**config.mk**
```make
export PLATFORM = sky130hd
export DESIGN_NAME = uart_tx_core
export DESIGN_NICKNAME = d
export VERILOG_FILES = /design/src/rtl/uart_tx_core.sv
export SDC_FILE = /design/constraint.sdc
export NUM_CORES = 1
export LEC_CHECK = 0
export ABC_AREA = 1
export BUFFER_PORTS_ARGS = -buffer_cell sky130_fd_sc_hd__buf_2
export CAP_MARGIN = 20
export CORE_MARGIN = 2
export CORE_UTILIZATION = 57
export CTS_CLUSTER_SIZE = 16
export DETAILED_ROUTE_END_ITERATION = 16
export PLACE_DENSITY = 0.79
export SYNTH_ARGS = -nofsm -noshare
export SYNTH_HDL_FRONTEND = slang
export SYNTH_SLANG_ARGS = --single-unit
```
**constraint.sdc**
```tcl
create_clock -name CLK -period 2 [get_ports CLK]
set_clock_uncertainty 0.1 [all_clocks]
set_input_delay 0 -clock CLK [delete_from_list [all_inputs] [get_ports CLK]]
set_output_delay 0 -clock CLK [all_outputs]
set_load 0.1 [all_outputs]
```
**src/rtl/uart_tx_core.sv**
```systemverilog
// uart_tx_core
//   Serialises one byte per request as an LSB-first UART frame:
//   start (0), data[0..7], optional parity, stop (1).
//   Every bit is held for the latched prescale count of CLK cycles.
//   A prescale of 0 is treated as 1.
//
// Ports
//   CLK        in   1  system clock; all state changes on the rising edge
//   RST        in   1  asynchronous active-high reset
//   P_DATA     in   8  byte to send; sampled on acceptance
//   DATA_VALID in   1  send request; single-cycle or held; ignored while busy
//   PAR_EN     in   1  1 = append a parity bit; sampled on acceptance
//   PAR_TYP    in   1  0 = even parity, 1 = odd parity; sampled on acceptance
//   prescale   in   6  CLK cycles per serial bit; sampled on acceptance
//   TX_OUT     out  1  serial line, driven from a flop; idles high
//   busy       out  1  registered; high while a frame is in flight
module uart_tx_core (
  input  logic       CLK,
  input  logic       RST,
  input  logic [7:0] P_DATA,
  input  logic       DATA_VALID,
  input  logic       PAR_EN,
  input  logic       PAR_TYP,
  input  logic [5:0] prescale,
  output logic       TX_OUT,
  output logic       busy
);

  // Encodings kept identical to the legacy localparam values.
  typedef enum logic [2:0] {
    IDLE   = 3'd0,
    START  = 3'd1,
    DATA   = 3'd2,
    PARITY = 3'd3,
    STOP   = 3'd4
  } state_t;

  state_t     state;
  logic [5:0] bit_cnt;
  logic [2:0] bit_idx;
  logic [7:0] data_q;
  logic       par_en_q;
  logic       par_typ_q;
  logic [5:0] ps_q;

  logic       bit_done;
  logic [2:0] next_idx;
  logic       par_bit;

  // ps_q is never 0 outside IDLE, so ps_q - 1 cannot wrap mid-frame.
  assign bit_done = (bit_cnt == (ps_q - 6'd1));
  assign next_idx = bit_idx + 3'd1;
  // Even parity is the XOR of the data bits; odd parity inverts it.
  assign par_bit  = (^data_q) ^ par_typ_q;

  always_ff @(posedge CLK or posedge RST) begin
    if (RST) begin
      state     <= IDLE;
      TX_OUT    <= 1'b1;
      busy      <= 1'b0;
      bit_cnt   <= '0;
      bit_idx   <= '0;
      data_q    <= '0;
      par_en_q  <= 1'b0;
      par_typ_q <= 1'b0;
      ps_q      <= '0;
    end else begin
      case (state)
        IDLE: begin
          TX_OUT  <= 1'b1;
          busy    <= 1'b0;
          bit_cnt <= '0;
          bit_idx <= '0;
          if (DATA_VALID) begin
            // Acceptance edge: latch everything and start the start bit now.
            data_q    <= P_DATA;
            par_en_q  <= PAR_EN;
            par_typ_q <= PAR_TYP;
            ps_q      <= (prescale == 6'd0) ? 6'd1 : prescale;
            TX_OUT    <= 1'b0;
            busy      <= 1'b1;
            state     <= START;
          end
        end

        START: begin
          if (bit_done) begin
            bit_cnt <= '0;
            bit_idx <= '0;
            TX_OUT  <= data_q[0];
            state   <= DATA;
          end else begin
            bit_cnt <= bit_cnt + 6'd1;
          end
        end

        DATA: begin
          if (bit_done) begin
            bit_cnt <= '0;
            if (bit_idx == 3'd7) begin
              if (par_en_q) begin
                TX_OUT <= par_bit;
                state  <= PARITY;
              end else begin
                TX_OUT <= 1'b1;
                state  <= STOP;
              end
            end else begin
              bit_idx <= next_idx;
              TX_OUT  <= data_q[next_idx];
            end
          end else begin
            bit_cnt <= bit_cnt + 6'd1;
          end
        end

        PARITY: begin
          if (bit_done) begin
            bit_cnt <= '0;
            TX_OUT  <= 1'b1;
            state   <= STOP;
          end else begin
            bit_cnt <= bit_cnt + 6'd1;
          end
        end

        STOP: begin
          if (bit_done) begin
            // Back in IDLE on this edge, so a held request is accepted on the next.
            bit_cnt <= '0;
            bit_idx <= '0;
            TX_OUT  <= 1'b1;
            busy    <= 1'b0;
            state   <= IDLE;
          end else begin
            bit_cnt <= bit_cnt + 6'd1;
          end
        end

        default: begin
          TX_OUT  <= 1'b1;
          busy    <= 1'b0;
          bit_cnt <= '0;
          bit_idx <= '0;
          state   <= IDLE;
        end
      endcase
    end
  end

endmodule

```
# ---- Yosys cells after proc, flatten, opt, wreduce, memory -nomap -nowiden
# Index checks and enable logic that the tools add are counted.
dict set report word_totals {
  regBits 30
  latch_bits 0
  ramBits 0
  romBits 0
  inputBits 19
  out_inout_bits 2
  memories 0
}
dict set report classes {
  n_addsub 3
  multipliers 0
  div_mod_pow 0
  magnitude_cmp 1
  eq_ne 15
  n_shift 0
  mux 26
  bitwise 3
  n_reduce_logical 12
}
# op n
set op_table {}
lappend op_table {{$mux 3} 9}
lappend op_table {{$mux 6} 3}
lappend op_table {{$pmux 3 s5} 1}
lappend op_table {{$ne 2x2->1 const B} 7}
lappend op_table {{$mux 1} 9}
lappend op_table {{$pmux 3 s3} 1}
lappend op_table {{$reduce_xor 8->1} 1}
lappend op_table {{$add 6x1->6 const B} 1}
lappend op_table {{$eq 3x2->1 const B} 2}
lappend op_table {{$eq 3x3->1 const B} 2}
lappend op_table {{$eq 6x6->1} 1}
lappend op_table {{$logic_not 6->1} 1}
lappend op_table {{$reduce_and 6->1} 1}
lappend op_table {{$sub 6x1->6 const B} 1}
lappend op_table {{$lt 3x4->1 const B} 1}
lappend op_table {{$ne 2x1->1 const B} 2}
lappend op_table {{$pmux 1 s4} 1}
lappend op_table {{$reduce_and 2->1} 2}
lappend op_table {{$reduce_and 4->1} 1}
lappend op_table {{$reduce_or 2->1} 2}
lappend op_table {{$reduce_or 4->1} 1}
lappend op_table {{$add 3x1->3 const B} 1}
lappend op_table {{$bmux 1 s3} 1}
lappend op_table {{$eq 3x1->1 const B} 1}
lappend op_table {{6 further kinds} 7}

# ---- Depth between registers and ports, before layout
# Gate-level depths: netlist of the first run.
dict set report depth {
  word_depth 6
  ltp_mapped 13
  mapped_depth_nobuf 13
}

# ---- Worst setup path before layout of the first run
# Ideal clock, no wire load.
dict set report synth_path {
  path_kind {register -> register}
  startpoint {reg ps_q[0]}
  endpoint {reg state[0]}
  t_arrival_ns 1.474
  setup_slack_ns 0.305
  stages_incl_launch_ff 11
  n_path_buf 0
  cell_sequence {dfrtp_1 > inv_2 > ha_1 > xor2_1 > nand3_1 > nor2_2 > nand3_2 > nand2_4 > nand2_4 > nand2_1 > o21ai_2}
}
dict set report synth_via {
  elab_chain_len 4
  word_cells_on_any_way 7
  classes_between {1 x add/sub; 5 x eq/ne; 1 x reduce/logical}
}
# element line
set synth_lines {}
lappend synth_lines {{start, declared} 44} ;# logic [5:0] ps_q;
lappend synth_lines {{start signal, assigned} 79} ;# ps_q <= (prescale == 6'd0) ? 6'd1 : prescale;
lappend synth_lines {{$sub 6x1->6 *} 51} ;# assign bit_done = (bit_cnt == (ps_q - 6'd1));
lappend synth_lines {{$eq 6x6->1 *} 51}
lappend synth_lines {{$ne 2x2->1 (no source line)} n/a}
lappend synth_lines {{$reduce_and 6->1 (no source line) *} n/a}
lappend synth_lines {{end signal, assigned} 58} ;# state <= IDLE;
lappend synth_lines {{end signal, assigned} 82} ;# state <= START;
lappend synth_lines {{end signal, assigned} 91} ;# state <= DATA;
lappend synth_lines {{end, declared} 38} ;# state_t state;
# Every way passes the cells marked *; elsewhere a longest branch is shown, timed or not.
# A chain may end at the register's enable or synchronous reset.

# ---- Worst setup path in the final report of the first run
dict set report layout_path {
  startpoint {reg ps_q[0]}
  endpoint {reg bit_idx[0]}
}
dict set report layout_via {
  elab_chain_len 4
  word_cells_on_any_way 5
  classes_between {1 x add/sub; 3 x eq/ne; 1 x reduce/logical}
}
# element line
set layout_lines {}
lappend layout_lines {{$sub 6x1->6 *} 51}
lappend layout_lines {{$eq 6x6->1 *} 51}
lappend layout_lines {{$ne 2x1->1 (no source line) or $ne 2x2->1 (tied branches)} n/a}
lappend layout_lines {{$reduce_and 4->1 (no source line) *} n/a}
lappend layout_lines {{end signal, assigned} 109} ;# bit_idx <= next_idx;
lappend layout_lines {{end, declared} 40} ;# logic [2:0] bit_idx;
# Marks and branches as above.

==> reports/qor.yml, run 1 <==
setup_path:
  path_class: "reg2reg"
  max_stage_delay_ns: 0.41
  crit_buf_inv: 2
  setup.worst_path.start_class: "flop"
  critical_path.most_common_cell: "nand2_1"
  crit_arrival_ns: 1.93
  worst_ep_required_time_ns: 2.12
  crit_family: "simple AND/OR/NAND/NOR gates"
  crit_fanout: 5
  worstSetupEndpointType: "flop"
  path_cells: "inv_2 > ha_1 > inv_1 > nand2_2 > nand2_1 > nand2_1 > nand3_1 > nor2_2 > nand3_2 > o21ai_2 > nand2_2 > nand2_1 > nand2_1"
  slowest_stage: "dfrtp_1"
floorplan:
  initial_core_util_pct: 58.9
  die_x_um: 59.5
  die-height_um: 59.5
  pin_count: 21
  dieArea_mm2: 0.00354
  rows: 20
  core-area_mm2: 0.00298
clock_network:
  cts_root_buf: "clkbuf_4"
  ctsResizeCount: 0
  clock_sinks: 30
  htreeDepth: 2
  path_clk_slew_ns: 0.10
  clkLatencyLatePin_ns: 0.33
  cts.path.max_buffers: 2
  cts_tree: "done"
  cts-buffers-inserted: 5
power:
  p_int_mw: 1.67
  pwr-share-comb_pct: 52.2
  ir_drop_v: 0.000802
  cellPowerDensity_mw_per_mm2: 1480
  netSwitchingFraction_pct: 47.4
  pwr-share-clk_pct: 14.0
  p_sw_mw: 1.51
  seqPwrFrac_pct: 33.8
  leakagePower_nw: 1.14
route:
  detail-route-antenna-nets: 0
  drt_pass1_iterations: 4
  vias: 1603
  avgViaCountPerCell: 5.12
  drc: 0
  detail_route.wl_per_cell_um: 11.7
  routed_wl_mm: 3.66
  dr.first_iter.drc_count: 60
grt:
  antenna_found_initial: 0
  grt_pass1_vias: 1571
  grt.busiest_layer: "met2"
  grt_pass1_wl_mm: 6.39
  track_usage_pct: 24.5
  overflow: 0
  gr-usage-met2_pct: 43.5
  met1_usage_pct: 26.5
  grt_start_max_net_pins: 31
  use_met3_pct: 6.55
timing:
  hold_viol: 0
  fmax_mhz: 552
  finalCriticalPeriod_ns: 1.81
  whs_ns: 0.0715
  fin_setup_tns_ns: 0
  slew_headroom_pct: 67.9
  tightest_slew_ns: 0.484
  maxSlewViolCount: 0
  fin_crit_sh_pct: 90.6
  setup_violations: 0
  rsz0062_at_grt: "false"
layout:
  diodes: 0
  layout-area-overhead-vs-synth_pct: 22.0
  fill_cells: 233
  finalNetCount: 302
  drive_gt1_share_pct: 16.8
job:
  maxCapViolations: 0
place:
  post-dp-hpwl_mm: 2.55
  io_buffers: 20
  gp_congestion: 0.881
synthesis:
  yosysWarnings: 0
  avgSynthCellArea_um2: 7.41
  syn_area_mm2: 0.00176
  yosysUniqueCellTypes: 28
  ys_ff_latch: 30
  postSynthCellCount: 237
  ys_seq_area_share_pct: 42.8
  syn_nets: 260
run_status:
  status: "finished clean"
min_path:
  hold_class: "in2reg"
==> layout by cell type (no fill, tap or decap), types with 5 or more instances in the layout <==
master         instances
xor2_1                 6
nor2_1                32
dfrtp_1               29
a21oi_1               18
clkbuf_4               5
nand3_1               18
buf_2                 20
nand2_1               58
dlygate4sd3_1         17
inv_1                 35
==> power groups by stage <==
stage / sequential (mW) / combinational [mW] / clock (mW)
6_report: 1.07 / 1.66 / 0.446
2_1_floorplan: 1.17 / 1.23 / 0
3_3_place_gp: 1.08 / 1.59 / 0
5_1_grt: 1.11 / 1.89 / 0.476
3_5_place_dp: 1.09 / 1.62 / 0
4_1_cts: 1.07 / 1.65 / 0.458
==> through the flow <==
stage / total power, mW / worst slack (ns) / utilization, % / instances / instance area (um^2)
2_1_floorplan: 2.40 / 0.305 / - / 237 / 1760
6_report: 3.18 / 0.188 / 71.9 / 313 / 2140
3_5_place_dp: 2.71 / 0.200 / 63.6 / 288 / 1890
5_1_grt: 3.48 / 0.0365 / 71.9 / 313 / 2140
4_1_cts: 3.18 / 0.186 / 71.9 / 313 / 2140
3_3_place_gp: 2.66 / 0.244 / 63.6 / 288 / 1890
==> final cells by class <==
class,instances,area (um^2),area share (%)
Clock buffer,8,78.8,3.68
Inverter,37,139,6.48
Timing Repair Buffer,39,285,13.3
Sequential cell,30,752,35.1
Multi-Input combinational cell,166,846,39.5
Tap cell,33,41.3,1.93
==> repair_timing <==
item	in CTS	in global routing
buffers inserted	0	0
endpoints found under the hold margin	46	0
setup endpoints to repair	0	0
hold buffers	17	0
==> flip-flops by register name, indices dropped and copies added, names as in the netlist <==
signal     count
state          3
bit_cnt        6
data_q         8
bit_idx        3
TX_OUT         1
ps_q           6
par_en_q       1
par_typ_q      1
busy           1
==> synth_stat cells (all sizes together) <==
library cell / instances / area share (%)
mux2: 1 / 0.64
dfstp: 1 / 1.5
inv: 37 / 7.9
nor2: 35 / 8.2
ha: 4 / 2.9
nor3: 2 / 0.57
nand3b: 1 / 0.43
xor2: 6 / 3.0
o21ai: 8 / 3.1
nor3b: 2 / 0.86
nor4: 1 / 0.36
buf: 3 / 0.86
nand3: 19 / 5.7
o22ai: 1 / 0.36
a21oi: 18 / 5.1
clkbuf: 1 / 0.21
o211ai: 3 / 1.3
xnor2: 1 / 0.50
a211oi: 1 / 0.43
nand2: 63 / 15
dfrtp: 29 / 41
==> worst paths after layout <==
check	start	end	slack, ns	cells after the start
hold reg to reg	busy	busy	0.39	2
setup reg to reg	ps_q[0]	bit_idx[0]	0.19	13
max in group asynchronous	RST	TX_OUT	1.32	4
min in group asynchronous	RST	bit_cnt[2]	0.17	4
hold / removal	DATA_VALID	state[0]	0.07	5
setup / recovery	ps_q[0]	bit_idx[0]	0.19	13
==> layer usage <==
layer / routed length (um) / part of all wire (%) / vias to the layer above
met5: 0 / 0 / -
met2: 1900 / 52 / 37
met4: 113 / 3.1 / 0
met3: 118 / 3.2 / 13
li1: - / - / 829
met1: 1530 / 42 / 724
==> worst register-to-register path, stage by stage, from the launching register on <==
cell	delay, ns
dfrtp_1	0.41
inv_2	0.10
ha_1	0.19
inv_1	0.06
nand2_2	0.07
nand2_1	0.05
nand2_1	0.05
nand3_1	0.10
nor2_2	0.11
nand3_2	0.12
o21ai_2	0.14
nand2_2	0.10
nand2_1	0.07
nand2_1	0.06
==> kinds of logic (layout without fill, tap and decap cells) <==
group	count (synthesis)	count (layout)	synth area share, %
AOI/OAI and AO/OA	31	31	10.3
xor gates and xnor gates	7	7	3.49
adders and majority gates	4	4	2.85
buffers and inverters	41	84	8.98
DFF	30	30	42.8
muxes	1	1	0.641
and+or+nand+nor	123	123	30.9
No activity file was read; power rests on OpenSTA's default activity.
==> inputs of run 2 (changes only) <==
--- a/config.mk
+++ b/config.mk
@@ -9,10 +9,11 @@
 export BUFFER_PORTS_ARGS = -buffer_cell sky130_fd_sc_hd__buf_2
 export CAP_MARGIN = 20
 export CORE_MARGIN = 2
-export CORE_UTILIZATION = 57
+export CORE_UTILIZATION = 60
+export CTS_BUF_LIST = sky130_fd_sc_hd__clkbuf_8
 export CTS_CLUSTER_SIZE = 16
 export DETAILED_ROUTE_END_ITERATION = 16
-export PLACE_DENSITY = 0.79
+export PLACE_DENSITY = 0.83
 export SYNTH_ARGS = -nofsm -noshare
 export SYNTH_HDL_FRONTEND = slang
 export SYNTH_SLANG_ARGS = --single-unit
==> run 2 against run 1 <==
Effect of this change:
- first-iteration DRC count rose by 20%
- sequential power barely moved
- flip-flop and latch count did not move
- final area increased by 1.8%
- die area shrank 4.7%
- critical path depth did not move
- wire length grew 16%
- clock power increased by 0.9%
- non-clock buffer count is 2 higher
- power grew 6.0%
- critical path type unchanged
- largest cell class unchanged
- largest power group unchanged
==> reports/qor.yml, run 2 (synthesis results as in run 1) <==
route:
  detail_route.wl_per_cell_um: 13.6
  avgViaCountPerCell: 5.38
  detail-route-antenna-nets: 0
  dr.first_iter.drc_count: 72
  vias: 1685
  routed_wl_mm: 4.24
  drt_pass1_iterations: 4
  drc: 0
place:
  post-dp-hpwl_mm: 2.60
  gp_congestion: 0.839
  place_area_mm2: 0.00190
  io_buffers: 20
  dp.cells: 286
clock_network:
  htreeDepth: 2
  cts_root_buf: "clkbuf_8"
  clkLatencyLatePin_ns: 0.28
  cts.path.max_buffers: 2
  path_clk_slew_ns: 0.06
  ctsResizeCount: 0
  cts-buffers-inserted: 5
  clock_sinks: 30
  cts_tree: "done"
setup_path:
  worst_ep_required_time_ns: 2.06
  setup.worst_path.start_class: "flop"
  path_class: "reg2reg"
  ff2ff_path_depth: 13
  worstSetupEndpointType: "flop"
  crit_fanout: 6
  crit_arrival_ns: 1.97
layout:
  post-route-util_pct: 79.1
  diodes: 0
  top_regs: "data_q x8, bit_cnt x6, ps_q x6"
  finalNetCount: 304
  final_common_cell: "nand2_1"
  fin_area_mm2: 0.00218
  mostFrequentLayoutCells: "nand2_1 (58), inv_1 (38), nor2_1 (32), dfrtp_1 (29), buf_2 (20)"
  largest_register_ff_count: 8
  multi_input_area_um2: 846
  ff_latch_area_um2: 752
  fin_cells: 313
  drive_gt1_share_pct: 16.3
  layout-area-overhead-vs-synth_pct: 24.2
  regMostFlops: "data_q"
  fill_cells: 187
min_path:
  hold_class: "in2reg"
  whs_path_depth: 3
timing:
  tightest_slew_ns: 0.482
  fmax_mhz: 523
  maxSlewViolCount: 0
  fin_crit_sh_pct: 95.5
  slew_headroom_pct: 68.1
  rsz0062_at_grt: "false"
  fin_setup_tns_ns: 0
  hold_viol: 0
  finalCriticalPeriod_ns: 1.91
  setup_violations: 0
floorplan:
  initial_core_util_pct: 63.7
  die_x_um: 58.1
  pin_count: 21
  rows: 19
  dieArea_mm2: 0.00337
  core-area_mm2: 0.00276
  die-height_um: 58.1
grt:
  grt_pass1_wl_mm: 6.90
  track_usage_pct: 27.6
  antenna_found_initial: 0
  grt_pass1_vias: 1705
  grt_start_max_net_pins: 31
  overflow: 0
job:
  maxCapViolations: 0
power:
  cellPowerDensity_mw_per_mm2: 1540
  leakagePower_nw: 1.17
  p_total_mw: 3.37
  ir_drop_v: 0.00114
run_status:
  status: "finished clean"
-- run 2: changes by cell type in the layout (fill, tap and decap cells not counted), sizes merged --
cell / delta
buf: +2
inv: +3
clkbuf: -3
-- run 2: power by group --
part           leakage, nW  switching, mW  internal, mW  total, mW
sequential           0.360          0.230         0.858       1.09
clock               0.0519          0.219         0.231      0.450
combinational        0.758           1.15         0.675       1.83
total                 1.17           1.60          1.76       3.37
-- run 2: layout make-up --
| type | count | area share (%) |
|---|---|---|
| well taps | 31 | 1.78 |
| repair buffers | 41 | 14.9 |
| inverters | 37 | 6.37 |
| clock buffers | 5 | 3.16 |
| flip-flops and latches | 30 | 34.5 |
| multi-input cells | 166 | 38.8 |
| clock inverters | 3 | 0.516 |
-- run 2: worst paths after layout --
path                                  from  endpoint  slack, ns
worst max-delay path               ps_q[0]  state[0]       0.09
worst min-delay path            DATA_VALID      busy       0.03
worst max register to register     ps_q[0]  state[0]       0.09
worst min register to register        busy      busy       0.37
max in group asynchronous              RST    TX_OUT       1.26
min in group asynchronous              RST      busy       0.23
-- run 2: critical path: stages (launching register included) --
cell,delay (ns)
dfrtp_1,0.40
inv_2,0.11
ha_1,0.19
inv_1,0.06
nand2_2,0.06
nand2_1,0.05
nand2_1,0.06
nand3_1,0.11
nor2_2,0.11
nand3_2,0.12
nand2_4,0.15
nand2_4,0.09
nand2_1,0.10
o21ai_2,0.07
-- run 2: timing repair --
action / 4_1_cts / 5_1_grt
endpoints found under the setup margin: 0 / 1
hold buffers: 17 / 0
setup buffers: 0 / 2
hold endpoints to repair: 46 / 0
-- run 2: metrics by stage --
step / setup slack (ns) / hold slack, ns
2_1_floorplan: 0.305 / -0.00993
3_3_place_gp: 0.238 / -0.0149
3_5_place_dp: 0.164 / -0.0103
4_1_cts: 0.106 / 0.0235
5_1_grt: 0.00548 / 0.0340
6_report: 0.0894 / 0.0263
-- run 2: layer usage --
metal,track usage (%),part of all wire [%],vias to the layer above
met5,0,0,-
li1,-,-,828
met2,53.9,58,28
met4,11.0,1.3,0
met1,27.6,38,823
met3,6.47,2.8,6
